===== src/rtl/tick_gen_pkg.sv =====
// Shared constants for the multi-channel tick generator: default widths and rates,
// the chess-clock channel assignments and a divisor-from-rate helper.
package tick_gen_pkg;

   localparam int unsigned INPUT_FREQUENCY_DEFAULT = 50_000_000;
   localparam int          COUNT_WIDTH_DEFAULT     = 26;
   localparam int unsigned DEFAULT_DIVISOR         = INPUT_FREQUENCY_DEFAULT;

   localparam int CH_WHITE = 0;
   localparam int CH_BLACK = 1;

   // A zero rate would divide by zero, so it falls back to a 1 Hz divisor.
   function automatic int unsigned div_for_hz(input int unsigned freq);
      return (freq == 0) ? INPUT_FREQUENCY_DEFAULT : INPUT_FREQUENCY_DEFAULT / freq;
   endfunction

endpackage


===== src/rtl/tick_channel.sv =====
// One divided timebase: counter, active/pending divisor and the registered
// tick strobe and square wave. A new divisor only takes effect at a wrap or clear.
module tick_channel
   import tick_gen_pkg::*;
#(
   parameter int COUNT_WIDTH     = COUNT_WIDTH_DEFAULT,
   parameter int DEFAULT_DIVISOR = tick_gen_pkg::DEFAULT_DIVISOR
) (
   input  logic                   InClock,
   input  logic                   reset,
   input  logic                   run,
   input  logic                   clear,
   input  logic                   divLoad,
   input  logic [COUNT_WIDTH-1:0] divIn,
   output logic                   tick,
   output logic                   square,
   output logic                   zeroLoad
);

   localparam logic [COUNT_WIDTH-1:0] RESET_DIV = COUNT_WIDTH'(DEFAULT_DIVISOR);
   localparam logic [COUNT_WIDTH-1:0] ONE       = COUNT_WIDTH'(1);

   logic [COUNT_WIDTH-1:0] count;
   logic [COUNT_WIDTH-1:0] activeDiv;
   logic [COUNT_WIDTH-1:0] pendingDiv;
   logic                   pendingValid;
   logic                   loadOk;
   logic                   wrap;

   assign loadOk   = divLoad && (divIn != '0);
   assign zeroLoad = divLoad && (divIn == '0);
   assign wrap     = (count == activeDiv - ONE);

   always_ff @(posedge InClock or posedge reset) begin
      if (reset) begin
         count        <= '0;
         activeDiv    <= RESET_DIV;
         pendingDiv   <= '0;
         pendingValid <= 1'b0;
         tick         <= 1'b0;
         square       <= 1'b0;
      end else if (clear) begin
         count        <= '0;
         tick         <= 1'b0;
         square       <= 1'b0;
         pendingValid <= 1'b0;
         // A load arriving with the clear is newer than anything still pending.
         if (loadOk)
            activeDiv <= divIn;
         else if (pendingValid)
            activeDiv <= pendingDiv;
      end else begin
         tick <= 1'b0;
         if (run) begin
            if (wrap) begin
               count  <= '0;
               tick   <= 1'b1;
               square <= ~square;
               if (pendingValid) begin
                  activeDiv    <= pendingDiv;
                  pendingValid <= 1'b0;
               end
            end else begin
               count <= count + ONE;
            end
         end
         // Placed last so a load coinciding with a wrap stays pending.
         if (loadOk) begin
            pendingDiv   <= divIn;
            pendingValid <= 1'b1;
         end
      end
   end

endmodule


===== src/rtl/multi_channel_tick_generator.sv =====
// NUM_CHANNELS independent tick/square timebases sharing one divisor bus,
// plus a sticky flag for any attempt to load a zero divisor.
module multi_channel_tick_generator
   import tick_gen_pkg::*;
#(
   parameter int INPUT_FREQUENCY = INPUT_FREQUENCY_DEFAULT,
   parameter int NUM_CHANNELS    = 2,
   parameter int COUNT_WIDTH     = COUNT_WIDTH_DEFAULT,
   parameter int DEFAULT_DIVISOR = INPUT_FREQUENCY
) (
   input  logic                    InClock,
   input  logic                    reset,
   input  logic [NUM_CHANNELS-1:0] run,
   input  logic [NUM_CHANNELS-1:0] clear,
   input  logic [NUM_CHANNELS-1:0] div_load,
   input  logic [COUNT_WIDTH-1:0]  div_in,
   output logic [NUM_CHANNELS-1:0] tick,
   output logic [NUM_CHANNELS-1:0] square,
   output logic                    div_err
);

   logic [NUM_CHANNELS-1:0] zeroLoad;

   for (genvar i = 0; i < NUM_CHANNELS; i++) begin : gChannel
      tick_channel #(
         .COUNT_WIDTH     (COUNT_WIDTH),
         .DEFAULT_DIVISOR (DEFAULT_DIVISOR)
      ) uChannel (
         .InClock  (InClock),
         .reset    (reset),
         .run      (run[i]),
         .clear    (clear[i]),
         .divLoad  (div_load[i]),
         .divIn    (div_in),
         .tick     (tick[i]),
         .square   (square[i]),
         .zeroLoad (zeroLoad[i])
      );
   end

   always_ff @(posedge InClock or posedge reset) begin
      if (reset)
         div_err <= 1'b0;
      else if (|zeroLoad)
         div_err <= 1'b1;
   end

endmodule


===== config.mk =====
export PLATFORM = sky130hd
export DESIGN_NAME = multi_channel_tick_generator
export DESIGN_NICKNAME = d
export VERILOG_FILES = /design/src/rtl/tick_gen_pkg.sv /design/src/rtl/tick_channel.sv /design/src/rtl/multi_channel_tick_generator.sv
export SDC_FILE = /design/constraint.sdc
export NUM_CORES = 1
export LEC_CHECK = 0
export ABC_AREA = 1
export BUFFER_PORTS_ARGS = -buffer_cell sky130_fd_sc_hd__buf_2
export CAP_MARGIN = 20
export CORE_AREA = 2 2 136 138
export CTS_CLUSTER_SIZE = 8
export DETAILED_ROUTE_END_ITERATION = 8
export DIE_AREA = 0 0 138 140
export PLACE_DENSITY_LB_ADDON = 0.05
export RECOVER_POWER = 25
export SETUP_SLACK_MARGIN = 0.2
export SYNTH_ARGS = -nofsm -noshare
export SYNTH_HDL_FRONTEND = slang
export SYNTH_HIERARCHICAL = 1
export SYNTH_SLANG_ARGS = --single-unit
export TNS_END_PERCENT = 50

===== constraint.sdc =====
create_clock -name InClock -period 5.3 [get_ports InClock]
set_clock_uncertainty 0.2 [all_clocks]
set_input_delay 0.53 -clock InClock [delete_from_list [all_inputs] [get_ports InClock]]
set_output_delay 0.53 -clock InClock [all_outputs]
set_load 0.01 [all_outputs]

==> reports/summary.txt <==
Period utilization -> 0.6235
Clock slew seen by the registers of the worst setup and hold paths -> 0.07 ns
CTS H-tree depth -> 4
Leak -> 0.006363 µW
Antenna diodes -> 0
Io pins -> 39
Run status -> complete, but fails checks
Setup TNS Final -> 0 ns
Hold Fails Final Rpt -> 0
Max cap viols -> 1
Die Ht -> 140 µm
Synth cell count leaders -> 522 x nand2_1, 226 x inv_1, 142 x nor2_1
Top_reg_cell synth -> dfrtp_1
Clock sink count -> 163
Ranking of synthesized cells by area -> dfrtp_1 31%, nand2_1 17%, inv_1 7.6%
Slew headroom -> -0.3498
CTS max path bufs -> 2
CTS buffer count -> 17
Multi-input logic area -> 0.005892 mm²
Die Area -> 0.01932 mm²
Hold Path Class -> in -> reg
Setup CP Type -> reg -> reg
Starting Density -> 0.6310
Via Count -> 10510
# setup viols final -> 0
Grt met1 use -> 0.4555
Global route hottest layer -> met1
Total grt overflow -> 0
Fin nets -> 1695
Worst slew pin tran -> 2.025 ns
Yosys top cell area share -> 0.3101
Final Util -> 0.6785
Via density -> 5.534
Slew Viols, Final -> 34
Syn_nets -> 1694
Cell Pwr Density -> 308.1 mW/mm²
Filler cells -> 1568
Num rows -> 49
Register area -> 0.004109 mm²
Setup crit end kind -> register
CP startpoint kind -> register
Seq/Total Area, Yosys -> 0.3663
CP required -> 5.43 ns
Core Footprint -> 0.01778 mm²
Peak VDD IR -> 0.0002405 V
DRT Pass-1 Iters -> 6
Placed cells -> 1865
Post-DRT Antenna Nets -> 0
Max frequency -> 302.6 MHz
CTS Root Cell -> clkbuf_16
Critical path arrival -> 3.43 ns
CTS tree -> built
Post-synth EDFFs -> 0
Fraction of layout cells with a size suffix above 1 -> 0.08443
Layout area overhead -> 7.528%
Post-synth cell types -> 37
Top fanout value on the critical path -> 52
Cell Area, Synth -> 0.01122 mm²
Shortest period the worst path allows -> 3.305 ns
Failing checks -> capacitance limit, slew limit
Worst-Skew Late Latency -> 0.43 ns
Grt met2 use -> 0.4484
HPWL after detailed placement -> 19.69 mm
Post-CTS Setup Repair Bufs -> 0
Die Wd -> 138 µm
Synthesis warning total -> 6
Final Routed Wirelength -> 27.88 mm
Non-Filler Instances -> 1899
RSZ-0062 raised after global routing -> no
DRC -> 0
Largest net degree at the start of global routing -> 82
Setup WS pre-CTS -> 2.032 ns
First-pass GRT wire length -> 47.65 mm
GPL Wtd Cong -> 0.8952
Largest area contributor in the synthesized netlist -> dfrtp_1
PortBufs -> 38
WL/cell -> 14.68 µm
Initial antenna violation count -> 0
Flops & latches, synth -> 163
Avg Cell Area, Syn -> 6.774 µm²
GR Util met3 -> 0.03966
Final WS setup -> 1.995 ns
Synth async-reset ratio -> 1.000
Most frequent cell after synthesis -> nand2_1
Overall Global Routing Usage -> 0.2962
Syn Inst Count -> 1656
Initial DRC count -> 755
Vias in the first global route -> 9544
-- power by group --
group / total, µW / switching [µW] / internal [µW]
combinational: 926 / 598 / 329
sequential: 1560 / 158 / 1400
clock: 1230 / 595 / 634
total: 3720 / 1350 / 2370
-- metal layers --
layer | vias to the layer above | routed length [µm]
met5 | - | 0
met4 | 0 | 269
met3 | 21 | 1546
met2 | 311 | 12330
met1 | 4916 | 13730
li1 | 5262 | -
-- final timing paths --
kind,to,slack (ns),startpoint,depth (start not counted)
max,gChannel[0].uChannel/activeDiv[0],2.00,gChannel[0].uChannel/activeDiv[0],15
min,gChannel[1].uChannel/count[0],0.18,run[1],3
max reg2reg,gChannel[0].uChannel/activeDiv[0],2.00,gChannel[0].uChannel/activeDiv[0],15
min reg2reg,gChannel[1].uChannel/pendingDiv[0],0.29,gChannel[1].uChannel/pendingDiv[0],2
max in group asynchronous,gChannel[0].uChannel/activeDiv[5],2.49,reset,4
min in group asynchronous,div_err,0.32,reset,3
-- flip-flops by register name (all words and copies together), names as in the netlist --
register	count
gChannel.uChannel/activeDiv	52
gChannel.uChannel/count	52
gChannel.uChannel/pendingDiv	52
gChannel.uChannel/pendingValid	2
gChannel.uChannel/square	2
gChannel.uChannel/tick	2
div_err	1
-- kinds of logic (layout without fill, tap and decap cells) --
group                    Yosys count  in the layout  synth area share
adder cells (fa/ha/maj)            4              4          0.004461
multiplexers                      34             34           0.03034
AND/OR/NAND/NOR                  932            932            0.3638
flip-flops                       163            163            0.3663
AO/OA/AOI/OAI                    140            140           0.06346
XOR/XNOR                          79             79           0.06290
buffers and inverters            304            318            0.1087
-- per-stage QoR --
step	hold WS, ns	cell area, µm²	power [µW]
floorplan	0.05871	11220	2279
global placement	0.2026	11450	2467
detailed placement	0.2035	11450	2493
CTS	0.1599	12040	3733
global route	0.1884	12060	3953
finish	0.1803	12060	3717
-- cell type report --
class | instances | area share
inverter | 233 | 0.07271
clock buffer | 17 | 0.03527
clock inverter | 15 | 0.01265
sequential | 163 | 0.3406
multi-input combinational | 1189 | 0.4884
tap | 229 | 0.02375
timing repair buffer | 53 | 0.02655
-- critical path: stages, from the launching register on --
cell and delay [ns]:
dfrtp_1 0.39, inv_1 0.14, ha_1 0.31, nand2_2 0.14, nor2_4 0.23, nand3_1 0.15, clkinv_1 0.07, nand3_1 0.06
nand2_1 0.10, nand3_1 0.09, nor2_2 0.10, nand3_2 0.17, nand2_4 0.47, nand2_4 0.34, nand2_1 0.16, nand2_1 0.05
-- cell usage in the layout, fill, tap and decap left out, types with 2 or more instances in the layout --
cell type,Yosys,final
o21ai_0,62,62
buf_2,9,37
clkbuf_1,41,2
inv_2,5,5
xor2_1,59,59
clkbuf_16,0,17
nand2_4,4,4
nor2_1,142,142
nand2_2,5,6
nor2_2,9,9
nor3_1,16,16
clkinv_1,2,2
nor4_1,6,6
nand4_1,95,95
nand3b_1,10,10
clkinvlp_2,0,2
dfrtp_1,139,139
o21ai_1,5,5
dfstp_2,24,24
ha_1,4,4
nor2_4,5,5
nand3_1,112,112
buf_4,8,12
nand3_2,3,3
mux2i_1,34,34
a21oi_1,69,69
inv_6,0,5
xnor2_1,19,19
nand2_1,522,521
inv_8,0,7
inv_1,226,224
-- repair_timing --
action                                 CTS  global route
endpoints found under the hold margin   25             0
hold buffers                             1             0
gates resized for setup                  0             0
Note: power is estimated with default switching activity, not from simulation.
